File: src/rtl/vga_layer_engine.sv
// Layered Sierpinski-stripe renderer: 2-stage pixel pipeline with delay-matched syncs
// and a vsync-edge-driven frame counter. Define VGA_LAYER_PALETTE_EN for the 8-entry palette.
module vga_layer_engine #(
  parameter int   LAYERS      = 32,
  parameter int   LAYER_STEP  = 2,
  parameter int   PHASE_BITS  = 5,
  parameter int   FRAME_BITS  = 10,
  parameter logic SYNC_ACTIVE = 1'b0
) (
  input  logic                  clk,
  input  logic                  reset,
  input  logic [9:0]            hpos,
  input  logic [9:0]            vpos,
  input  logic                  display_on,
  input  logic                  hsync_in,
  input  logic                  vsync_in,
  input  logic                  pause,
  input  logic                  step,
  input  logic                  reverse,
  input  logic [1:0]            speed,
  output logic [1:0]            r_out,
  output logic [1:0]            g_out,
  output logic [1:0]            b_out,
  output logic                  hsync_out,
  output logic                  vsync_out,
  output logic [FRAME_BITS-1:0] frame
);

  logic [FRAME_BITS-1:0] frame_reg, frame_next, inc;
  logic                  pending_reg, pending_next;
  logic                  vsync_edge_reg, step_reg;
  logic                  vs_edge, step_rise, pend_eff;
  logic [PHASE_BITS-1:0] t;
  logic [LAYERS-1:0]     hit, hit_reg;
  logic                  disp_reg, hs_reg, vs_reg;
  logic [5:0]            c, rgb_col, rgb_next, rgb_reg;
  logic                  hs_out_reg, vs_out_reg;

  assign t = frame_reg[PHASE_BITS-1:0];

  // A step edge arriving together with the vsync edge is folded in before the edge consumes it.
  always_comb begin
    vs_edge      = (vsync_in == SYNC_ACTIVE) && (vsync_edge_reg != SYNC_ACTIVE);
    step_rise    = step && !step_reg;
    inc          = FRAME_BITS'(1) << speed;
    pend_eff     = pending_reg | (pause & step_rise);
    frame_next   = frame_reg;
    pending_next = pend_eff;
    if (vs_edge && (!pause || pend_eff)) begin
      frame_next = reverse ? frame_reg - inc : frame_reg + inc;
      if (pause) pending_next = 1'b0;
    end
  end

  always_ff @(posedge clk or posedge reset) begin
    if (reset) begin
      frame_reg      <= '0;
      pending_reg    <= 1'b0;
      vsync_edge_reg <= ~SYNC_ACTIVE;
      step_reg       <= 1'b0;
    end else begin
      frame_reg      <= frame_next;
      pending_reg    <= pending_next;
      vsync_edge_reg <= vsync_in;
      step_reg       <= step;
    end
  end

  // Only xo[7:5] and yo[8:0] feed the hit test, so the casts keep just those bits.
  genvar gi;
  generate
    for (gi = 0; gi < LAYERS; gi++) begin : g_layer
      localparam int          I = gi * LAYER_STEP;
      localparam logic [19:0] D = 20'(256 - I);
      logic [2:0] xo_band;
      logic [8:0] yo_low;
      assign xo_band = 3'(((20'(hpos) + ((20'(t) * 20'(I + 32)) >> 3)) * D) >> 12);
      assign yo_low  = 9'(((20'(vpos) + ((20'(t) * 20'(I)) >> 3)) * D) >> 7);
      assign hit[gi] = ((yo_low & 9'(I * 8)) == 9'd0) && (xo_band == 3'd0);
    end
  endgenerate

  always_comb begin
    c = hit_reg[0] ? 6'd1 : 6'd0;
    for (int k = 1; k < LAYERS; k++) begin
      if (hit_reg[k]) c = 6'(k * LAYER_STEP);
    end
`ifdef VGA_LAYER_PALETTE_EN
    if (c == 6'd0)      rgb_col = 6'd0;
    else if (c == 6'd1) rgb_col = 6'b000011;
    else                rgb_col = {c[5], c[5], c[4:3], ~c[4:3]};
`else
    rgb_col = c;
`endif
    rgb_next = disp_reg ? rgb_col : 6'd0;
  end

  always_ff @(posedge clk or posedge reset) begin
    if (reset) begin
      hit_reg    <= '0;
      disp_reg   <= 1'b0;
      hs_reg     <= ~SYNC_ACTIVE;
      vs_reg     <= ~SYNC_ACTIVE;
      rgb_reg    <= 6'd0;
      hs_out_reg <= ~SYNC_ACTIVE;
      vs_out_reg <= ~SYNC_ACTIVE;
    end else begin
      hit_reg    <= hit;
      disp_reg   <= display_on;
      hs_reg     <= hsync_in;
      vs_reg     <= vsync_in;
      rgb_reg    <= rgb_next;
      hs_out_reg <= hs_reg;
      vs_out_reg <= vs_reg;
    end
  end

  assign {r_out, g_out, b_out} = rgb_reg;
  assign hsync_out = hs_out_reg;
  assign vsync_out = vs_out_reg;
  assign frame     = frame_reg;

endmodule

File: config.mk
export PLATFORM = sky130hd
export DESIGN_NAME = vga_layer_engine
export DESIGN_NICKNAME = d
export VERILOG_FILES = /design/src/rtl/vga_layer_engine.sv
export SDC_FILE = /design/constraint.sdc
export NUM_CORES = 2
export LEC_CHECK = 0
export CAP_MARGIN = 10
export CELL_PAD_IN_SITES_DETAIL_PLACEMENT = 0
export CELL_PAD_IN_SITES_GLOBAL_PLACEMENT = 1
export CORE_MARGIN = 5
export CORE_UTILIZATION = 53
export CTS_CLUSTER_SIZE = 20
export DETAILED_ROUTE_END_ITERATION = 8
export HOLD_SLACK_MARGIN = 0.08
export MAX_ROUTING_LAYER = met4
export PLACE_DENSITY_LB_ADDON = 0.1
export SETUP_SLACK_MARGIN = 0.2
export SKIP_CTS_REPAIR_TIMING = 1
export SLEW_MARGIN = 20
export SYNTH_ARGS = -nofsm -noshare
export SYNTH_HDL_FRONTEND = slang
export SYNTH_SLANG_ARGS = --single-unit
File: constraint.sdc
create_clock -name clk -period 9.4 [get_ports clk]
set_input_delay 2.35 -clock clk [delete_from_list [all_inputs] [get_ports clk]]
set_output_delay 2.35 -clock clk [all_outputs]
set_load 0.02 [all_outputs]
# After elaboration in Yosys (flattened, before gate mapping)
# Cells that the tools add are included.
# W data, S select, Z words.
[word_totals]
register_bits = 55
in_bits = 30
out_inout_bits = 18
word_cells = 318
[op_classes]
addsub = 65
mul = 103
n_shift = 1
n_mux = 36
bitwise = 3
reduce_logical = 100
[ops]
columns = ["cell", "count"]
rows = [
  ["$add A10 B8 Y11", 31],
  ["$logic_not A9 Y1", 31],
  ["$mul A11 B7 Y14 const B", 17],
  ["$mux W6", 32],
  ["$add A10 B9 Y11", 15],
  ["$mul A5 B5 Y10 const B", 12],
  ["$mul A11 B6 Y13 const B", 8],
  ["$mul A20 B7 Y15 const B", 5],
  ["$logic_not A3 Y1", 32],
  ["$mul A5 B4 Y9 const B", 10],
  ["$add A10 B7 Y11", 8],
  ["$mul A5 B6 Y11 const B", 8],
  ["$mul A20 B7 Y14 const B", 3],
  ["$mul A5 B3 Y8 const B", 7],
  ["$mul A11 B5 Y12 const B", 4],
  ["$mul A11 B7 Y15 const B", 3],
  ["$add A10 B6 Y11", 4],
  ["$mul A20 B6 Y13 const B", 2],
  ["$mul A20 B6 Y14 const B", 2],
  ["$logic_and A1 B1 Y1", 34],
  ["$mul A11 B4 Y11 const B", 3],
  ["$mul A11 B6 Y14 const B", 2],
  ["$mul A5 B2 Y7 const B", 4],
  ["$mul A11 B7 Y13 const B", 2],
  ["other kinds (25)", 29],
]

# Longest topological paths before layout
[depth]
word_depth = 33
mapped_depth = 34
depth_no_buf = 34

# Least setup slack after synthesis
# OpenSTA, ideal clock, no wires.
[synth_timing]
path_type = "input -> register"
start = "input port hpos[1]"
end = "register hit_reg[5]"
setup_time_ps = 101
t_arrival_ps = 8213
t_required_ps = 9299
slack_ps = 1086
cell_stages = 22
n_path_buf = 0
path_cell_list = "inv_1 > fa_1 > nor2b_1 > o21ai_0 > a21oi_1 > nor4_1 > nor2_1 > xnor2_1 > ha_1 > fa_1 > fa_1 > fa_1 > ha_1 > o21a_1 > o21ai_0 > o22ai_1 > a211o_1 > a21o_1 > a21oi_1 > xnor2_1 > xnor3_1 > nor4_1"
[synth_via]
elab_chain_len = 4
[synth_rtl]
columns = ["item", "line_no", "rtl"]
rows = [
  ["start: declaration", "12", "input logic [9:0] hpos,"],
  ["$add A10 B8 Y11", "77", "assign xo_band = 3'(((20'(hpos) + ((20'(t) * 20'(I + 32)) >> 3)) * D) >> 12);"],
  ["$mul A11 B7 Y14", "77", ""],
  ["$logic_not A3 Y1", "79", "assign hit[gi] = ((yo_low & 9'(I * 8)) == 9'd0) && (xo_band == 3'd0);"],
  ["$logic_and A1 B1 Y1", "79", ""],
  ["net hit[5]", "34", "logic [LAYERS-1:0] hit, hit_reg;"],
  ["end signal: assignment", "108", "hit_reg <= hit;"],
  ["end: declaration", "34", ""],
]
# The timed path passes the listed nets, and every way through them passes these cells.
# A chain may end at the register's enable or synchronous reset.

# Worst setup path after layout
[layout_timing]
start = "input port hpos[0]"
end = "register hit_reg[5]"
# The elaborated chain is that of the path after synthesis.

==> impl_results.md <==
* Status: completed
* Total GRT Usage at 0.297
* Chip height at 397 microns
* Final Instance Area at between 80,000 and 90,000 sq um
* Vias at roughly 59,000
* Worst path required time at 9700 ps
* Hold Path Class: flop to flop
* Skew final at 32.3 ps
* Nets@finish at between 10,000 and 15,000
* Area growth syn-to-layout at 5.59%
* Number of synthesized flops with an enable pin at 0
* Detailed Place HPWL at between 150,000 and 200,000 microns
* Hold_sp: hs_reg
* Initial antenna violation count at 11
* Max H-tree Level at 2
* Critical path endpoint category: flop
* Number of synthesis warnings at 0
* Max_cap viols at 0
* Top FF cell, synth: dfrtp_1
* Clock buffer count from CTS at 5
* Initial Util at 0.532
* Number of global-route vias before repair at slightly above 60,000
* Row Count at approximately 140
* First-pass iteration count of the detailed router at 6
* Max Clk Rate at about 110 MHz
* Asr flop ratio synth at 1.00
* Mapped Cells at around 8,700
* Crit path time final at 8850 ps
* Critical path type: primary input to flop
* Yosys reg bits at 55
* CORE AREA at 149,000 sq um
* Die Width at approximately 400 microns
* Critical Path Start Type: primary input
* # setup viols final at 0
* Avg Synthesized Cell Area at between 9 and 10 sq um
* Sequential area share after synthesis at 0.0174
* Setup TNS at 0 ps
* Worst hold margin at around 370 ps
* Post-synthesis cell area at about 79,000 sq um
* Unrepaired setup endpoints after global routing: false
* DP Area at approximately 84,000 sq um
* I/O Buffers at 47
* CTS tree: yes
* Fin crit share at 0.942
* CP Launch Point: hpos[0]
* Layout cells sized above 1 at 0.0346
* Root Driver: clkbuf_16
* Via density at around 5.4
* Synth area leader: ha_1
* First-pass GRT wire length at about 350,000 microns
* Final Wtd Congestion at approximately 0.96
* Die ar. at ~160,000 sq um
* Clock Sinks at between 50 and 60
* Normalized max-slew margin at 0.237
* Post-synthesis cell type count at just over 80
* Worst Path Max Fanout at 13
* Util after Layout at 0.561
* Pin count of the biggest net entering global routing at 31
* Grt ovf at 0
* Longest Clk Path Bufs at 2
* Post-Syn Nets at around 12,000
* Avg WL per Cell at slightly above 20 microns
* Final wirelength at roughly 220,000 microns
* Synth area leaders: ha_1 31%, fa_1 28%, inv_1 9.5%, xnor2_1 7.9%, a21oi_1 2.8%
* Max reg flops at 32
* Drt initial violations at 3,210
* Final Max Tran Viols at 0
* DRT antenna net count at 0
* Worst-path clk slew at between 100 and 150 ps
* Yosys top cell area share at 0.311
* Worst-margin pin slew at about 1100 ps
* Clock latency on the worst-skew pair at around 400 ps
* Hold Vio Cnt, Final at 0
* DRC errors left at 0
* I/O Pins at 48
* Critical R2R Launch: frame[1]
* Arr. time, crit path at 9150 ps
[area by class of cell]
| type | instances | area, sq um |
|---|---|---|
| multi-input combinational | 6550 | 70300 |
| fill | 13600 | 65500 |
| inverter | 2022 | 7590 |
| tap | 2016 | 2520 |
| timing repair buffer | 244 | 1940 |
| sequential | 55 | 1390 |
| clock buffer | 5 | 125 |
| clock inverter | 3 | 27.5 |
| antenna | 6 | 15.0 |
[per-layer routing]
layer,vias up,track usage,wire length (microns),part of all wire
met4,0,0.0853,8240,0.037
li1,28800,-,-,-
met3,263,0.0270,10200,0.045
met5,-,-,0,0
met2,1085,0.499,106000,0.47
met1,29200,0.385,99500,0.44
[worst paths after layout]
kind	to	slack, ps	cells past startpoint
hold reg to reg	hsync_out	370	0
setup / recovery	hit_reg[5]	550	24
hold / removal	hsync_out	370	0
setup reg to reg	hit_reg[9]	790	24
max in group asynchronous	hit_reg[9]	5840	3
min in group asynchronous	frame[1]	2470	2
[layout by cell type (no fill, tap or decap), types with 46 or more instances in the layout]
cell	instances
a21o_1	215
a21oi_1	441
a31oi_1	50
buf_4	195
dfrtp_1	46
fa_1	1110
ha_1	1972
inv_1	2016
nand2_1	233
nand2b_1	51
nand3_1	86
nor2_1	336
nor2b_1	98
nor3_1	112
o21a_1	61
o21ai_0	212
o21bai_1	97
xnor2_1	716
xor2_1	223
[per-stage QoR]
stage,setup WS (ps),std cells
3_3_place_gp,264,10900
4_1_cts,560,10900
6_report,546,10900
3_5_place_dp,167,10900
2_1_floorplan,1090,8677
5_1_grt,283,10900
[worst max-delay path, stage by stage]
cell             delay (ps)
clkdlybuf4s50_1         510
buf_12                  230
ha_1                    260
inv_1                   150
fa_1                    490
nor2b_1                 130
o21ai_0                 120
a21oi_1                 210
nor2_1                   70
xnor2_1                 510
ha_1                    370
fa_1                    560
fa_1                    450
fa_1                    480
ha_1                    300
o21a_1                  110
o21ai_0                 230
o22ai_1                 130
a211o_1                 310
a21o_1                  190
a21oi_1                 200
xnor2_1                 140
xnor3_1                 440
nor4_1                  160
[kinds of logic (layout without fill, tap and decap cells)]
kind of cell | Yosys count | after routing | synth area share
buffers and inverters | 2072 | 2274 | 0.0982
AND/OR/NAND/NOR | 1115 | 1115 | 0.0681
AO/OA/AOI/OAI | 1368 | 1368 | 0.112
XOR/XNOR | 969 | 969 | 0.112
other | 0 | 6 | 0
multiplexers | 16 | 16 | 0.00210
flip-flops | 55 | 55 | 0.0174
adder cells (fa/ha/maj) | 3082 | 3082 | 0.590
[Yosys cell counts, types with 22 or more instances]
library cell / instances
o211ai_1: 38
nand2b_1: 51
o21ai_0: 212
nor3_1: 112
a31oi_1: 50
fa_1: 1110
nor2b_1: 98
nor4_1: 22
o21a_1: 61
nand3_1: 86
and2_1: 24
inv_1: 2018
a211oi_1: 32
a21o_1: 215
xnor2_1: 717
nand2_1: 233
ha_1: 1972
or3_1: 32
a21oi_1: 441
nor2_1: 338
o21bai_1: 97
dfrtp_1: 51
xnor3_1: 28
or2_2: 24
a31o_2: 24
xor2_1: 223
Power is left out: the tool's default activity adds up to more than one toggle a clock period on the data nets, which glitch-free logic cannot reach.
